--- src/rtl/numbers_grid_manager_if.sv ---
// Bus between the number-grid manager and its frame/pixel source and sprite renderer.
interface numbers_grid_manager_if #(
  parameter int COLS = 6,
  parameter int ROWS = 3
);
  localparam int N     = COLS * ROWS;
  localparam int IDX_W = (N > 1) ? $clog2(N) : 1;

  logic                       startOfFrame_i;
  logic [10:0]                pixelX_i;
  logic [10:0]                pixelY_i;
  logic [N-1:0][3:0]          numbersToShow_i;
  logic [COLS-1:0][15:0]      columnSpeeds_i;
  logic [N-1:0]               singleHit_i;

  logic                       numDR_o;
  logic [IDX_W-1:0]           numIndex_o;
  logic [3:0]                 numDigit_o;
  logic [5:0]                 offsetX_o;
  logic [5:0]                 offsetY_o;
  logic [N-1:0]               showNum_o;

  modport master (
    output startOfFrame_i, pixelX_i, pixelY_i, numbersToShow_i, columnSpeeds_i, singleHit_i,
    input  numDR_o, numIndex_o, numDigit_o, offsetX_o, offsetY_o, showNum_o
  );

  modport slave (
    input  startOfFrame_i, pixelX_i, pixelY_i, numbersToShow_i, columnSpeeds_i, singleHit_i,
    output numDR_o, numIndex_o, numDigit_o, offsetX_o, offsetY_o, showNum_o
  );
endinterface

--- src/rtl/numbers_grid_manager.sv ---
// Grid of number sprites: per-column sub-pixel motion with wrap, per-number
// hit/hide/blink lifecycle, and a one-cycle pixel resolver for the digit renderer.
module numbers_grid_manager #(
  parameter int COLS         = 6,
  parameter int ROWS         = 3,
  parameter int NUM_W        = 32,
  parameter int NUM_H        = 32,
  parameter int X_START      = 150,
  parameter int X_STEP       = 50,
  parameter int Y_START      = 80,
  parameter int Y_STEP       = 100,
  parameter int SCREEN_W     = 640,
  parameter int SPEED_FRAC   = 4,
  parameter int HIDE_FRAMES  = 450,
  parameter int BLINK_FRAMES = 60,
  parameter int BLINK_PERIOD = 8
) (
  input logic                   clk,
  input logic                   rst,
  numbers_grid_manager_if.slave bus
);
  localparam int N         = COLS * ROWS;
  localparam int IDX_W     = (N > 1) ? $clog2(N) : 1;
  localparam int AW        = 11 + SPEED_FRAC + 1;
  localparam int BW        = $clog2(BLINK_FRAMES + 1);
  localparam int WRAP_SPAN = (SCREEN_W + NUM_W) * (1 << SPEED_FRAC);

  typedef enum logic [1:0] {VISIBLE, HIDDEN, BLINK} num_state_e;

  logic signed [AW-1:0] acc_q [COLS];
  logic signed [AW-1:0] acc_d [COLS];
  logic signed [31:0]   col_x [COLS];

  num_state_e           st_q  [N];
  num_state_e           st_d  [N];
  logic [8:0]           tmr_q [N];
  logic [8:0]           tmr_d [N];
  logic [BW-1:0]        bc_q  [N];
  logic [BW-1:0]        bc_d  [N];
  logic [N-1:0]         show;

  logic signed [31:0]   px, py;
  logic                 hit_any;
  logic [IDX_W-1:0]     win_idx;
  logic [5:0]           win_ox, win_oy;

  logic                 dr_q;
  logic [IDX_W-1:0]     idx_q;
  logic [3:0]           dig_q;
  logic [5:0]           ox_q, oy_q;

  // Column X (pre-update) and next accumulator; wrap subtracts a whole-pixel span so the fraction survives
  always_comb begin
    logic signed [31:0] ext, spd, sum, sx;
    for (int c = 0; c < COLS; c++) begin
      ext      = {{(32-AW){acc_q[c][AW-1]}}, acc_q[c]};
      spd      = {{16{bus.columnSpeeds_i[c][15]}}, bus.columnSpeeds_i[c]};
      col_x[c] = ext >>> SPEED_FRAC;
      sum      = ext + spd;
      sx       = sum >>> SPEED_FRAC;
      if (sx >= SCREEN_W)   sum = sum - WRAP_SPAN;
      else if (sx < -NUM_W) sum = sum + WRAP_SPAN;
      acc_d[c] = bus.startOfFrame_i ? AW'(sum) : acc_q[c];
    end
  end

  // Column accumulators, reset to evenly spaced start positions
  always_ff @(posedge clk or posedge rst) begin
    if (rst) begin
      for (int c = 0; c < COLS; c++)
        acc_q[c] <= AW'((X_START + c * X_STEP) * (1 << SPEED_FRAC));
    end else begin
      for (int c = 0; c < COLS; c++) acc_q[c] <= acc_d[c];
    end
  end

  // Per-number lifecycle: a hit only lands while visible; timer counts frames down through hide and blink
  always_comb begin
    for (int i = 0; i < N; i++) begin
      st_d[i]  = st_q[i];
      tmr_d[i] = tmr_q[i];
      bc_d[i]  = bc_q[i];
      show[i]  = 1'b1;
      case (st_q[i])
        VISIBLE: begin
          if (bus.singleHit_i[i]) begin
            st_d[i]  = HIDDEN;
            tmr_d[i] = 9'(HIDE_FRAMES);
          end
        end
        HIDDEN: begin
          show[i] = 1'b0;
          if (bus.startOfFrame_i) begin
            tmr_d[i] = tmr_q[i] - 9'd1;
            if (tmr_q[i] - 9'd1 == 9'(BLINK_FRAMES)) begin
              st_d[i] = BLINK;
              bc_d[i] = '0;
            end
          end
        end
        BLINK: begin
          show[i] = ((bc_q[i] / BW'(BLINK_PERIOD)) & BW'(1)) != '0;
          if (bus.startOfFrame_i) begin
            tmr_d[i] = tmr_q[i] - 9'd1;
            bc_d[i]  = bc_q[i] + BW'(1);
            if (tmr_q[i] == 9'd1) st_d[i] = VISIBLE;
          end
        end
        default: st_d[i] = VISIBLE;
      endcase
    end
  end

  // Per-number state registers
  always_ff @(posedge clk or posedge rst) begin
    if (rst) begin
      for (int i = 0; i < N; i++) begin
        st_q[i]  <= VISIBLE;
        tmr_q[i] <= '0;
        bc_q[i]  <= '0;
      end
    end else begin
      for (int i = 0; i < N; i++) begin
        st_q[i]  <= st_d[i];
        tmr_q[i] <= tmr_d[i];
        bc_q[i]  <= bc_d[i];
      end
    end
  end

  // Pixel resolve: signed compare clips sprites hanging off the left edge; lowest shown index wins
  always_comb begin
    px      = {21'd0, bus.pixelX_i};
    py      = {21'd0, bus.pixelY_i};
    hit_any = 1'b0;
    win_idx = '0;
    win_ox  = '0;
    win_oy  = '0;
    for (int c = 0; c < COLS; c++) begin
      for (int r = 0; r < ROWS; r++) begin
        if (!hit_any && show[c*ROWS+r] &&
            px >= col_x[c] && px < col_x[c] + NUM_W &&
            py >= Y_START + r * Y_STEP && py < Y_START + r * Y_STEP + NUM_H) begin
          hit_any = 1'b1;
          win_idx = IDX_W'(c * ROWS + r);
          win_ox  = 6'(px - col_x[c]);
          win_oy  = 6'(py - (Y_START + r * Y_STEP));
        end
      end
    end
  end

  // Registered renderer outputs; sprite fields hold when no sprite covers the pixel
  always_ff @(posedge clk or posedge rst) begin
    if (rst) begin
      dr_q  <= 1'b0;
      idx_q <= '0;
      dig_q <= '0;
      ox_q  <= '0;
      oy_q  <= '0;
    end else begin
      dr_q <= hit_any;
      if (hit_any) begin
        idx_q <= win_idx;
        dig_q <= bus.numbersToShow_i[win_idx];
        ox_q  <= win_ox;
        oy_q  <= win_oy;
      end
    end
  end

  assign bus.numDR_o    = dr_q;
  assign bus.numIndex_o = idx_q;
  assign bus.numDigit_o = dig_q;
  assign bus.offsetX_o  = ox_q;
  assign bus.offsetY_o  = oy_q;
  assign bus.showNum_o  = show;
endmodule

--- src/flat_wrapper.sv ---
// flat-port wrapper written by rule: the top's interface ports become plain ports
module numbers_grid_manager_flat 
#(
  parameter int COLS         = 6,
  parameter int ROWS         = 3,
  parameter int NUM_W        = 32,
  parameter int NUM_H        = 32,
  parameter int X_START      = 150,
  parameter int X_STEP       = 50,
  parameter int Y_START      = 80,
  parameter int Y_STEP       = 100,
  parameter int SCREEN_W     = 640,
  parameter int SPEED_FRAC   = 4,
  parameter int HIDE_FRAMES  = 450,
  parameter int BLINK_FRAMES = 60,
  parameter int BLINK_PERIOD = 8
)
  (clk, rst, bus_startOfFrame_i, bus_pixelX_i, bus_pixelY_i, bus_numbersToShow_i, bus_columnSpeeds_i, bus_singleHit_i, bus_numDR_o, bus_numIndex_o, bus_numDigit_o, bus_offsetX_o, bus_offsetY_o, bus_showNum_o);
  numbers_grid_manager_if #(.COLS(COLS), .ROWS(ROWS)) bus_i ();
  input logic clk;
  input logic rst;
  input wire logic [$bits(bus_i.startOfFrame_i)-1:0] bus_startOfFrame_i;
  input wire logic [$bits(bus_i.pixelX_i)-1:0] bus_pixelX_i;
  input wire logic [$bits(bus_i.pixelY_i)-1:0] bus_pixelY_i;
  input wire logic [$bits(bus_i.numbersToShow_i)-1:0] bus_numbersToShow_i;
  input wire logic [$bits(bus_i.columnSpeeds_i)-1:0] bus_columnSpeeds_i;
  input wire logic [$bits(bus_i.singleHit_i)-1:0] bus_singleHit_i;
  output wire logic [$bits(bus_i.numDR_o)-1:0] bus_numDR_o;
  output wire logic [$bits(bus_i.numIndex_o)-1:0] bus_numIndex_o;
  output wire logic [$bits(bus_i.numDigit_o)-1:0] bus_numDigit_o;
  output wire logic [$bits(bus_i.offsetX_o)-1:0] bus_offsetX_o;
  output wire logic [$bits(bus_i.offsetY_o)-1:0] bus_offsetY_o;
  output wire logic [$bits(bus_i.showNum_o)-1:0] bus_showNum_o;
  assign bus_i.startOfFrame_i = bus_startOfFrame_i;
  assign bus_i.pixelX_i = bus_pixelX_i;
  assign bus_i.pixelY_i = bus_pixelY_i;
  assign bus_i.numbersToShow_i = bus_numbersToShow_i;
  assign bus_i.columnSpeeds_i = bus_columnSpeeds_i;
  assign bus_i.singleHit_i = bus_singleHit_i;
  assign bus_numDR_o = bus_i.numDR_o;
  assign bus_numIndex_o = bus_i.numIndex_o;
  assign bus_numDigit_o = bus_i.numDigit_o;
  assign bus_offsetX_o = bus_i.offsetX_o;
  assign bus_offsetY_o = bus_i.offsetY_o;
  assign bus_showNum_o = bus_i.showNum_o;
  numbers_grid_manager #(.COLS(COLS), .ROWS(ROWS), .NUM_W(NUM_W), .NUM_H(NUM_H), .X_START(X_START), .X_STEP(X_STEP), .Y_START(Y_START), .Y_STEP(Y_STEP), .SCREEN_W(SCREEN_W), .SPEED_FRAC(SPEED_FRAC), .HIDE_FRAMES(HIDE_FRAMES), .BLINK_FRAMES(BLINK_FRAMES), .BLINK_PERIOD(BLINK_PERIOD)) u_core (.clk(clk), .rst(rst), .bus(bus_i));
endmodule
--- config.mk ---
export PLATFORM = sky130hd
export DESIGN_NAME = numbers_grid_manager_flat
export DESIGN_NICKNAME = d
export VERILOG_FILES = /design/src/rtl/numbers_grid_manager_if.sv /design/src/rtl/numbers_grid_manager.sv /design/src/flat_wrapper.sv
export SDC_FILE = /design/constraint.sdc
export NUM_CORES = 2
export LEC_CHECK = 0
export CELL_PAD_IN_SITES_DETAIL_PLACEMENT = 1
export CELL_PAD_IN_SITES_GLOBAL_PLACEMENT = 2
export CORE_MARGIN = 5
export CORE_UTILIZATION = 38
export CTS_CLUSTER_DIAMETER = 150
export CTS_CLUSTER_SIZE = 40
export DETAILED_ROUTE_END_ITERATION = 6
export GPL_TIMING_DRIVEN = 0
export HOLD_SLACK_MARGIN = 0.12
export PLACE_DENSITY = 0.83
export SETUP_SLACK_MARGIN = 0.5
export SYNTH_ARGS = -nofsm -noshare
export SYNTH_HDL_FRONTEND = slang
export SYNTH_SLANG_ARGS = --single-unit
--- constraint.sdc ---
create_clock -name clk -period 32.8 [get_ports clk]
set_input_delay 8.2 -clock clk [delete_from_list [all_inputs] [get_ports clk]]
set_output_delay 8.2 -clock clk [all_outputs]
set_load 0.02 [all_outputs]
==> run_results.csv <==
group,metric,value,unit
sta,fin_worst_skew,0.0364,ns
global_route,grt_usage,22.5,%
synthesis,synth_warnings,0,
sta,holdWs,0.476,ns
worst_setup_path,start_kind,"primary input",
global_route,grt_antenna_before_repair,6,
routing,drt-total-wl,111,mm
clocking,clk_latency,0.59,ns
die,die-area,95700,um^2
global_route,grt_pass1_vias,31900,
global_route,grt_max_degree,102,
clocking,clock_path_buffers,3,
worst_hold_path,hp-class,"register to register",
worst_setup_path,rr_worst_depth,18,
synthesis,synth_top_flop_cell,"dfrtp_1",
die,fp.dieH,309,um
routing,vias_per_cell,5.69,
clocking,cts_setup_buffers,0,
synthesis,ys_seq_elements,388,
die,pin_count,251,
placed_design,port_buffers,250,
worst_hold_path,hp-start,"u_core.tmr_q[35]$_DFFE_PP0P_",
synthesis,ys_types,104,
synthesis,synthCells,4134,
cells_and_area,final_net_count,4995,
sta,rsz0062_at_grt,"false",
clocking,cts_buffers,15,
worst_setup_path,r2r_end,"u_core.bus.numDigit_o[3]$_DFFE_PP0P_",
sta,period_share,42.3,%
clocking,ctsRootBufferMaster,"clkbuf_16",
pwr,seqPwrFrac,23.3,%
outcome,status,"complete, no violations",
synthesis,synth_nets,4724,
global_route,grt.overflow.total,0,
worst_setup_path,crit_path_max_fanout,8,
sta,tightest_slew,1.37,ns
sta,finalHoldViolCount,0,
worst_setup_path,r2r_start,"u_core.acc_q[59]$_DFFE_PP1P_",
routing,vias,31700,
synthesis,synth_edf_count,0,
worst_hold_path,timing.hold.worst_endpoint,"u_core.tmr_q[35]$_DFFE_PP0P_",
die,initial_core_util,38.4,%
synthesis,yosysSeqAreaShare,28.6,%
clocking,cts_hold_buf,0,
routing,drc,0,
sta,min_period,13.89,ns
worst_setup_path,cp-end-kind,"register",
worst_setup_path,arrival,14.34,ns
pwr,clkPwrFrac,7.8,%
routing,routedWlPerCell,20.0,um
placed_design,place_hpwl,86.7,mm
routing,drtIter0Drc,1590,
synthesis,netlist_area,34100,um^2
pwr,swShare,51.1,%
cells_and_area,syn2layout_area_growth,13.6,%
clocking,cts_tree,"done",
worst_setup_path,worstPathRequired,33.26,ns
synthesis,async_flop_share,100,%
sta,max-slew-margin-rel,8.77,%
cells_and_area,final_common_cell,"nand2_1",
worst_setup_path,worstSetupPathType,"primary input to register",
die,placementRows,109,
clocking,htreeDepth,1,
sta,finalSetupViolations,0,
global_route,grt_pass1_wl,176,mm
synthesis,syn_avg_cell_area,8.24,um^2
cells_and_area,drive_gt1_share,4.15,%
die,die_x,309,um
clocking,cts_resized,0,
sta,final_max_slew_viol_count,0,
clocking,path_clk_slew,0.15,ns
die,coreArea,88600,um^2
routing,first_pass_iters,5,
placed_design,place_congestion,0.845,
pwr,power_density,97.9,nW/um^2
pwr,power_leakage,16.8,nW
pwr,p_switching,1.94,mW
worst_setup_path,regToRegSetupSlack,27.11,ns
routing,drtAntennaViolNets,0,
sta,final.setup.tns,0,ns
pwr,peakVddDrop,0.0000444,V
pwr,comb_power_share,68.9,%
clocking,clock-sinks,388,
job,cap_violations,0,
sta,fmax,72.0,MHz
pwr,internal_power,1.85,mW
cells_and_area,final_cell_mix,"nand2_1 (404), nor2_1 (370), ha_1 (367)",
worst_hold_path,hold-path-cell-count,1,
area by class of cell:
| cell class | count | area [um^2] |
|---|---|---|
| Buffer | 125 | 524 |
| Clock inverter | 9 | 175 |
| Timing Repair Buffer | 254 | 2610 |
| Fill cell | 10700 | 50000 |
| Inverter | 275 | 1040 |
| Multi-Input combinational cell | 3346 | 22800 |
| Antenna cell | 3 | 7.51 |
| Tap cell | 1165 | 1460 |
| Sequential cell | 388 | 9740 |
| Clock buffer | 15 | 375 |
metrics by stage:
stage / power, mW / instances / utilization, % / worst slack [ns] / instance area [um^2]
after floorplan: 2.78 / 4134 / - / 13.86 / 34100
after detailed placement: 3.49 / 5553 / 43.0 / 18.38 / 38100
final: 3.79 / 5580 / 43.6 / 18.91 / 38700
after global routing: 4.18 / 5578 / 43.6 / 18.69 / 38700
after global placement: 3.43 / 5549 / 42.9 / 7.41 / 38000
after CTS: 3.81 / 5577 / 43.6 / 19.00 / 38700
cells in the mapped netlist, drive strengths merged, types with 79 or more instances:
cell,count,area [um^2]
nand2,404,1520
nor3,126,641
mux2i,79,795
inv,273,1020
nor2,371,1400
xnor2,107,937
dfrtp,362,9060
nand3,128,658
a21oi,263,1320
ha,367,4590
clkbuf,98,369
o21ai,336,1680
power by group through the flow:
| stage | clock network, mW | registers [mW] | logic (mW) |
|---|---|---|---|
| 4_1_cts | 0.311 | 0.879 | 2.62 |
| 2_1_floorplan | 0 | 0.836 | 1.94 |
| 3_5_place_dp | 0 | 0.889 | 2.60 |
| 3_3_place_gp | 0 | 0.884 | 2.54 |
| 5_1_grt | 0.324 | 0.911 | 2.94 |
| 6_report | 0.295 | 0.881 | 2.61 |
kinds of logic after synthesis:
logic type	share of synthesized area, %
DFF	28.6
muxes	4.07
AOI/OAI and AO/OA	24.6
xor gates and xnor gates	3.65
adders and majority gates	14.2
and+or+nand+nor	20.3
buffers and inverters	4.57
state kept, by name (all words and copies together), names as in the netlist:
| signal | cells |
|---|---|
| u_core.bus.offsetY_o | 6 |
| u_core.bus.offsetX_o | 6 |
| u_core.bc_q | 72 |
| u_core.st_q | 36 |
| u_core.tmr_q | 162 |
| u_core.bus.numDigit_o | 4 |
| u_core.acc_q | 96 |
| u_core.bus.numDR_o | 1 |
| u_core.bus.numIndex_o | 5 |
worst max-delay path, stage by stage:
cell and delay, ns:
clkdlybuf4s50_1 0.75, inv_1 0.51, fa_1 0.29, nand2b_1 0.11
o2bb2ai_1 0.15, a31oi_1 0.12, o311ai_1 0.94, nor3_1 0.27
a21o_1 0.29, nor3_2 0.37, nand2_1 0.27, nor2_2 0.65
clkinv_1 0.57, o211a_1 0.38, o211a_1 0.12, a311o_1 0.32
metal layers:
metal	global-route usage, %	vias to the layer above	share of wire, %
met5	0	-	0.0099
met4	3.29	2	1.5
met3	2.12	77	3.3
met2	38.6	406	47
met1	31.7	15700	49
li1	-	15600	-
worst max path at each step:
stage | start | to | depth (start not counted)
final | bus_pixelX_i[1] | u_core.bus.numDigit_o[3]$_DFFE_PP0P_ | 16
after global routing | bus_pixelX_i[1] | u_core.bus.numDigit_o[3]$_DFFE_PP0P_ | 16
after CTS | bus_pixelX_i[1] | u_core.bus.numDigit_o[3]$_DFFE_PP0P_ | 16
after detailed placement | bus_pixelX_i[1] | u_core.bus.numDigit_o[3]$_DFFE_PP0P_ | 16
after global placement | rst | u_core.acc_q[64]$_DFFE_PP0P_ | 2
after floorplan | rst | u_core.acc_q[0]$_DFFE_PP0P_ | 1
Note: power is estimated with default switching activity, not from simulation.
